===== src/rtl/ex_mem_pipe_reg.sv =====
// rtl/ex_mem_pipe_reg.sv - EX/MEM pipeline register with handshake, optional skid entry, flush and stall counter
module ex_mem_pipe_reg #(
  parameter int DATA_W = 160,
  parameter int CTRL_W = 16,
  parameter int SKID   = 1,
  parameter int CNT_W  = 16
) (
  input  logic              Clk,
  input  logic              Rst,
  input  logic              InValid,
  output logic              InReady,
  input  logic [DATA_W-1:0] InData,
  input  logic [CTRL_W-1:0] InCtrl,
  input  logic              Flush,
  output logic              OutValid,
  input  logic              OutReady,
  output logic [DATA_W-1:0] OutData,
  output logic [CTRL_W-1:0] OutCtrl,
  output logic [CNT_W-1:0]  StallCount
);

  localparam logic [CNT_W-1:0] CNT_MAX = '1;

  logic              m_v;
  logic [DATA_W-1:0] m_d;
  logic [CTRL_W-1:0] m_c;
  logic              in_fire;
  logic              out_fire;
  logic [CNT_W-1:0]  stall_q;

  assign in_fire    = InValid & InReady;
  assign out_fire   = m_v & OutReady;
  assign OutValid   = m_v;
  assign OutData    = m_d;
  assign OutCtrl    = m_v ? m_c : '0;
  assign StallCount = stall_q;

  generate
    if (SKID != 0) begin : g_skid
      logic              s_v;
      logic [DATA_W-1:0] s_d;
      logic [CTRL_W-1:0] s_c;
      logic              rdy_q;

      // Ready is a flop so OutReady never reaches InReady combinationally.
      assign InReady = rdy_q;

      always_ff @(posedge Clk or posedge Rst) begin
        if (Rst) begin
          m_v   <= 1'b0;
          m_d   <= '0;
          m_c   <= '0;
          s_v   <= 1'b0;
          s_d   <= '0;
          s_c   <= '0;
          rdy_q <= 1'b0;
        end else if (Flush) begin
          m_v   <= 1'b0;
          s_v   <= 1'b0;
          rdy_q <= 1'b1;
        end else if (out_fire && s_v) begin
          m_v   <= 1'b1;
          m_d   <= s_d;
          m_c   <= s_c;
          s_v   <= 1'b0;
          rdy_q <= 1'b1;
        end else if (in_fire && (!m_v || out_fire)) begin
          m_v   <= 1'b1;
          m_d   <= InData;
          m_c   <= InCtrl;
          rdy_q <= 1'b1;
        end else if (in_fire) begin
          s_v   <= 1'b1;
          s_d   <= InData;
          s_c   <= InCtrl;
          rdy_q <= 1'b0;
        end else begin
          if (out_fire) begin
            m_v <= 1'b0;
          end
          rdy_q <= !s_v;
        end
      end
    end else begin : g_single
      assign InReady = !Rst && (!m_v || OutReady);

      always_ff @(posedge Clk or posedge Rst) begin
        if (Rst) begin
          m_v <= 1'b0;
          m_d <= '0;
          m_c <= '0;
        end else if (Flush) begin
          m_v <= 1'b0;
        end else if (in_fire) begin
          m_v <= 1'b1;
          m_d <= InData;
          m_c <= InCtrl;
        end else if (out_fire) begin
          m_v <= 1'b0;
        end
      end
    end
  endgenerate

  always_ff @(posedge Clk or posedge Rst) begin
    if (Rst) begin
      stall_q <= '0;
    end else if (m_v && !OutReady && !Flush && (stall_q != CNT_MAX)) begin
      stall_q <= stall_q + CNT_W'(1);
    end
  end

endmodule


===== config.mk =====
export PLATFORM = sky130hd
export DESIGN_NAME = ex_mem_pipe_reg
export DESIGN_NICKNAME = d
export VERILOG_FILES = /design/src/rtl/ex_mem_pipe_reg.sv
export SDC_FILE = /design/constraint.sdc
export NUM_CORES = 1
export LEC_CHECK = 0
export CORE_UTILIZATION = 49
export CTS_CLUSTER_SIZE = 30
export DETAILED_ROUTE_END_ITERATION = 10
export PLACE_DENSITY_LB_ADDON = 0.08
export SYNTH_ARGS = -nofsm -noshare
export SYNTH_HDL_FRONTEND = slang
export SYNTH_SLANG_ARGS = --single-unit

===== constraint.sdc =====
create_clock -name Clk -period 27.2 [get_ports Clk]
set_clock_uncertainty 0.1 [all_clocks]
set_input_delay 8.16 -clock Clk [delete_from_list [all_inputs] [get_ports Clk]]
set_output_delay 8.16 -clock Clk [all_outputs]
set_load 0.03 [all_outputs]

# Word-level counts from Yosys, hierarchy flattened
# Cells that the tools add are included.
# totals
out_inout_bits,194
inputBits,181
ff_bits,371
# classes
n_addsub,1
bitwise_logic,5
n_reduce_logical,17
muxes,18
n_eq_ne,3
# ops
op,n
2-to-1 mux 160 bit,2
2-to-1 mux 16 bit,3
"adder 16 x 1 -> 16 bit, second input constant",1
"inequality test 16 bit, second input constant",1
2-to-1 mux 1 bit,13
AND reduction 2 bit,3
logical AND 1 bit,5
logical NOT 1 bit,4
"inequality test 4 x 2 -> 1 bit, second input constant",1
AND reduction 4 bit,1
nonzero test 4 bit,1
"inequality test 3 bit, second input constant",1
inverter 1 bit,3
nonzero test 3 bit,1
AND 1 bit,2
nonzero test 2 bit,1
logical OR 1 bit,1

# Longest topological paths before layout
# Gate-level depths: netlist of run 1.
# depth
ltp_word,6
depth_mapped,6

# Worst setup path before layout of run 1
# No wires, ideal clock.
# synth_path
path_kind,in2reg
startpoint,input port OutReady
endpoint,register g_skid.s_c[0]
path_stages,6
path_slack_ns,17.495
path_buffers,3
setup_ns,0.127
arrival_ns,9.478
path_cell_list,or3b_1 -> buf_2 -> nor2_4 -> buf_6 -> buf_8 -> mux2_1
# synth_between
elab_chain_len,5
word_cells_on_any_way,7
classes_between,3 x bitwise; 4 x reduce/logical
# synth_lines
item,line,source
from (decl),16,"input logic OutReady,"
AND 1 bit *,32,assign out_fire = m_v & OutReady;
logical OR 1 bit,67,end else if (in_fire && (!m_v || out_fire)) begin
logical AND 1 bit,67,
inverter 1 bit (no source line),-,
AND reduction 4 bit (no source line) *,-,
to (signal assigned),75,s_c <= InCtrl;
to (decl),42,logic [CTRL_W-1:0] s_c;
# Mark *: on every way between the ends. The rest lies on a longest branch, timed or not.
# A chain may end at the register's enable or synchronous reset.

# Worst setup path in the final report of run 1
# layout_path
startpoint,input port OutReady
endpoint,register m_d[12] (netlist: OutData[12])
# layout_between
elab_chain_len,5
word_cells_on_any_way,7
classes_between,1 x mux; 1 x bitwise; 5 x reduce/logical
# layout_lines
item,line,source
AND 1 bit *,32,
logical OR 1 bit,67,
logical AND 1 bit,67,
nonzero test 2 bit (no source line),-,
AND reduction 2 bit (no source line),-,
to (signal assigned),69,m_d <= InData;
to (decl),25,logic [DATA_W-1:0] m_d;
# Marks and branches as above.

==> summary.txt, run 1 <==
DP HPWL = 23800 um
routed len/inst = 17.8 um
largest cells by area after synthesis = dfrtp_1, mux2i_1, mux2_1, a21oi_1, nor2_1
CTS Hold Bufs = 0
status = completed
largest net degree at the start of global routing = 188
FMAX = 86.2 MHz
worst hold slack = 0.382 ns
commonest non-fill, non-tap cell in the layout = clkdlybuf4s50_1
post-synth cell types = 38
Crit path required time = 27.53 ns
CP Class = input pin to flip-flop
Area growth, synth to finish = 33.5%
CTS tree = yes
Core Box Area = 31500 um2
Yosys Warn Count = 0
Hold Vio Cnt, Final = 0
IR drop worst, VDD = 0.0607 mV
Pwr Density = 82.7 nW/um2
grt ovf = 0
Reg clk slew, reported paths = 0.06 ns
Initial DRC Count = 543
clock buffer depth = 3
Yosys top cell by area = dfrtp_1
first-pass GRT wire length = 58000 um
Worst-Margin Slew = 1.29 ns
RSZ-0062 raised after global routing = no
I/O pins = 375
via count = 10627
Min-Delay Path Class = flip-flop to flip-flop
initial core utilization = 49.7%
crit start category = input pin
DRC viols = 0
max-cap violations = 0
clock latency on the worst-skew pair = 0.52 ns
Period minus WS final = 11.60 ns
instance count of the mapped netlist = 1243
DR pass1 iterations = 4
setup_tns = 0 ns
register bit total from synthesis = 371
total routed wirelength = 36100 um
CP endpoint kind = flip-flop
total die area = 32700 um2
port bufs = 374
clock sinks = 371
Critical Path AT = 11.93 ns
Synth Cell Area = 15700 um2
initial antenna violation count = 8
CTS buffer count = 40
post_cts resized = 0
Die W = 181 um
syn_nets = 1425
number of routed nets with antenna violations = 0
top-area cell type share of the netlist area = 59.3%
register area share after synthesis = 59.3%
Final GP Congestion = 0.793
final setup fails = 0
Filler Cell Count = 2422
Leak Pwr = 9.91 nW
crit path max fanout = 102
layout cell share with drive strength beyond 1 = 8.33%
max_slew headroom = 14.3%
Tot Pwr = 0.00173 W
Final #Nets = 1772
final max-slew violation count = 0
CTS H-tree lvls = 2
Tcrit/Tclk final = 42.6%
CTS Root Cell = clkbuf_16
Die H = 181 um
vias in the first global route = 10628
GRT Total Usage = 22.2%
Row Count = 65
commonest non-fill, non-tap cells in the layout = clkdlybuf4s50_1, dfrtp_1, nor2_1, a21oi_1, mux2i_1
Via density = 5.23
Layout Utilization = 66.4%
syn_area_per_cell = 12.6 um2
Post-CTS Setup Repair Bufs = 0
==> registers in the layout (all words and copies together), names as in the netlist <==
signal      cells
g_skid.s_v      1
OutData       160
g_skid.s_c     16
OutValid        1
InReady         1
StallCount     16
m_c            16
g_skid.s_d    160
==> kinds of logic (layout without fill, tap and decap cells) <==
kind of cell	after synthesis	after routing	share of synthesized area, %
flops	371	371	59.3
mux	354	354	24.1
simple gates	234	234	6.50
compound gates	190	190	6.26
buf+inv	84	462	3.27
xor+xnor	9	9	0.504
fa+ha+maj	1	1	0.0799
other cells	0	8	0
==> power by group <==
group	switching, W	internal [W]	total [W]
Sequential	0.0000714	0.000691	0.000762
Clock	0.000216	0.000329	0.000545
Combinational	0.000223	0.000198	0.000421
==> Yosys cell counts <==
library cell / n
dfrtp_1: 371
a21oi_1: 180
nor2_1: 180
mux2i_1: 176
mux2_1: 129
mux2_2: 49
buf_2: 40
clkbuf_1: 19
and2_1: 16
buf_8: 10
xnor2_1: 9
buf_1: 7
nand3_1: 7
nand4_1: 7
nand2_1: 6
buf_6: 4
and3_1: 3
and4_1: 3
inv_1: 3
nand2b_1: 2
nor3_1: 2
o211ai_1: 2
o21ai_0: 2
or2_2: 2
a21o_1: 1
a221oi_1: 1
buf_4: 1
ha_1: 1
nand4b_1: 1
nor2_4: 1
nor3_4: 1
nor3b_1: 1
o2111a_1: 1
o21a_1: 1
o21ba_2: 1
o22a_1: 1
or3b_1: 1
or4_1: 1
==> path summary, 6_finish.rpt <==
check | cells after the start | slack [ns] | to | start
worst max-delay path | 7 | 15.60 | OutData[12] | OutReady
worst min-delay path | 1 | 0.38 | g_skid.s_c[0] | g_skid.s_c[0]
worst max register to register | 6 | 22.79 | OutData[12] | OutValid
worst min register to register | 1 | 0.38 | g_skid.s_c[0] | g_skid.s_c[0]
max in group asynchronous | 3 | 17.35 | OutData[87] | Rst
min in group asynchronous | 2 | 8.04 | OutData[49] | Rst
==> critical path: stages <==
cell	delay, ns
clkdlybuf4s50_1	0.59
inv_1	0.11
a221oi_4	1.09
buf_4	0.74
buf_4	0.87
nor2_1	0.08
a21oi_1	0.17
==> metrics by stage <==
stage	instances	setup slack (ns)	instance area, um2
after floorplan	1243	8.64	15700
after global placement	1950	15.24	19500
after detailed placement	1950	15.11	19500
after CTS	2023	15.65	20900
after global routing	2030	15.21	20900
final	2031	15.60	20900
==> metal layers <==
| layer | part of all wire [%] | GRT usage (%) | up-vias |
|---|---|---|---|
| met4 | 2.6 | 8.07 | 0 |
| met3 | 7.5 | 6.57 | 54 |
| li1 | - | - | 5041 |
| met2 | 48 | 35.1 | 293 |
| met1 | 42 | 29.2 | 5239 |
| met5 | 0 | 0 | - |
==> cell type report <==
cell class              count  area, um2  share of cell area, %
well taps                 402        503                   2.41
inverters                   3       18.8                 0.0898
clock inverters            13        123                  0.587
flip-flops and latches    371       9280                   44.4
multi-input cells         788       5880                   28.2
diodes                      8       20.0                 0.0958
clock buffers              60       1220                   5.83
repair buffers            386       3850                   18.4
No activity file was read; power rests on OpenSTA's default activity.
==> inputs of run 2 (changes only) <==
Settings changed: CORE_UTILIZATION 49 to 45.
Clock period 27.2 ns to 10.63 ns, I/O delays scaled along.
==> run 2 against run 1 <==
  * Via count shrank 1.5%
  * Worst hold slack lost 0.0013 ns
  * Sequential cell count is the same
  * First-iteration DRC count shrank 19%
  * Non-clock buffer count shrank 1
  * Register-to-register slack lost 16 ns
  * Global-route usage shrank 1.9 points
  * Die area grew 8.8%
  * Sequential share of layout area shrank 0.15 points
  * Clock power grew to 2.6 times the previous value
  * Setup slack lost 11 ns
  * Largest cell class unchanged
  * Highest routed layer unchanged
==> summary.txt, run 2 (synthesis gave the netlist of run 1 again) <==
RSZ-0062 raised after global routing = no
largest net degree at the start of global routing = 176 (-6.4%)
Crit path required time = 10.92 ns (-16.61 ns)
commonest non-fill, non-tap cell in the layout = clkdlybuf4s50_1
DP HPWL = 23700 um (-0.37%)
crit start category = input pin
Pwr Density = 211 nW/um2 (+150%)
first-pass GRT wire length = 57500 um (-0.92%)
vias in the first global route = 10563 (-0.61%)
CP endpoint kind = flip-flop
initial core utilization = 46.2% (-3.5 points)
max-cap violations = 0 (unchanged)
CTS Root Cell = clkbuf_16
number of routed nets with antenna violations = 0 (unchanged)
crit path max fanout = 70 (-31%)
port bufs = 374 (unchanged)
slowest cell on the critical path = buf_4
commonest non-fill, non-tap cells in the layout = clkdlybuf4s50_1, dfrtp_1, nor2_1, a21oi_1, mux2i_1
routed len/inst = 17.5 um (-1.5%)
min-delay src = g_skid.s_d[39]
Period minus WS final = 5.81 ns
Final #Nets = 1772 (unchanged)
Area growth, synth to finish = 34.0%
Tcrit/Tclk final = 54.6%
sink of the worst hold path = g_skid.s_d[39]
initial antenna violation count = 5 (-3)
worst r2r path cells = 5 (-1)
Initial DRC Count = 438 (-19%)
clock sinks = 371 (unchanged)
flop2flop setup slack = 7.16 ns (-15.63 ns)
Core Box Area = 33900 um2 (+7.6%)
grt ovf = 0 (unchanged)
Setup WS post-layout = 4.82 ns (-10.78 ns)
CP Cell Sequence = clkdlybuf4s50_1 > or3b_1 > nor2_4 > buf_4 > buf_4 > mux2_2
Die H = 188 um (+4.3%)
Worst-Margin Slew = 1.12 ns (-0.167 ns)
FMAX = 172 MHz
post_cts resized = 0 (unchanged)
Worst R2R Start = OutValid
clock buffer depth = 3 (unchanged)
via count = 10466 (-1.5%)
Min-Delay Path Class = flip-flop to flip-flop
Reg clk slew, reported paths = 0.06 ns (about the same)
I/O pins = 375 (unchanged)
Hold Vio Cnt, Final = 0 (unchanged)
clock latency on the worst-skew pair = 0.51 ns (about the same)
DP Worst Slack = 4.26 ns (-10.85 ns)
final max-slew violation count = 0 (unchanged)
CTS buffer count = 41 (+2.5%)
GRT Total Usage = 20.3% (-1.9 points)
total routed wirelength = 36300 um (+0.50%)
Row Count = 67 (+3.1%)
CTS tree = yes
CTS Hold Bufs = 0 (unchanged)
hold path cells = 1 (unchanged)
Post-CTS Setup Repair Bufs = 0 (unchanged)
Leak Pwr = 9.90 nW (about the same)
Worst path max stage delay = 0.81 ns (-0.28 ns)
DR pass1 iterations = 6 (+2)
Critical Path AT = 6.09 ns (-5.84 ns)
total die area = 35500 um2 (+8.8%)
DRC viols = 0 (unchanged)
CTS H-tree lvls = 2 (unchanged)
max_slew headroom = 25.4% (+11 points)
CP Class = input pin to flip-flop
R2R Path End = g_skid.s_d[75]
Via density = 5.05 (-3.5%)
layout cell share with drive strength beyond 1 = 7.91% (-0.42 points)
final setup fails = 0 (unchanged)
IR drop worst, VDD = 0.126 mV (+110%)
setup_tns = 0 ns (unchanged)
CP dominant cell by count = buf_4
worst hold slack = 0.381 ns (-0.00134 ns)
Final GP Congestion = 0.786 (-0.84%)
Die W = 188 um (+4.3%)
status = completed
run 2: cell count changes in the layout (fill, tap and decap cells not counted), sizes merged:
cell	before	now
diode	8	5
buf	12	11
clkbuf	60	66
clkinv	9	4
inv	5	2
clkinvlp	0	1
run 2: layout make-up:
cell class                 count  area (um2)
antenna                        5        12.5
clock buffer                  66        1250
clock inverter                 6        83.8
fill                        2778       12900
inverter                       3        15.0
multi-input combinational    788        5880
sequential                   371        9280
tap                          448         561
timing repair buffer         385        3880
run 2: worst max-delay path: cells and delay by family:
kind / cells / cell delay, ns
buf+inv: 3 / 1.70
mux: 1 / 0.42
simple gates: 2 / 0.71
run 2: power by group:
group | switching (W) | internal, W
Sequential | 0.000180 | 0.00177
Clock | 0.000547 | 0.000849
Combinational | 0.000568 | 0.000508
run 2: routing by layer:
layer	wire length [um]	part of all wire (%)	track usage (%)
met5	0	0	0
met4	1240	3.4	7.79
met3	2700	7.4	6.41
met2	17300	48	32.6
met1	15100	42	25.6
run 2: worst max-delay path by stage:
stage / cells after the start / slack, ns / from / endpoint
final: 6 / 4.82 / OutReady / g_skid.s_d[75]
after global routing: 6 / 4.67 / OutReady / g_skid.s_d[75]
after CTS: 6 / 4.81 / OutReady / g_skid.s_d[75]
after detailed placement: 6 / 4.26 / OutReady / g_skid.s_d[66]
after global placement: 6 / 4.29 / OutReady / g_skid.s_d[61]
after floorplan: 1 / 2.36 / Rst / InReady
run 2: per-stage QoR:
stage,util (%),cells,instance area (um2),total power (W)
floorplan,-,1243,15700,0.00258
global placement,57.9,1995,19600,0.00302
detailed placement,57.9,1995,19600,0.00306
CTS,61.9,2067,21000,0.00448
global route,61.9,2071,21000,0.00464
finish,61.9,2072,21000,0.00442
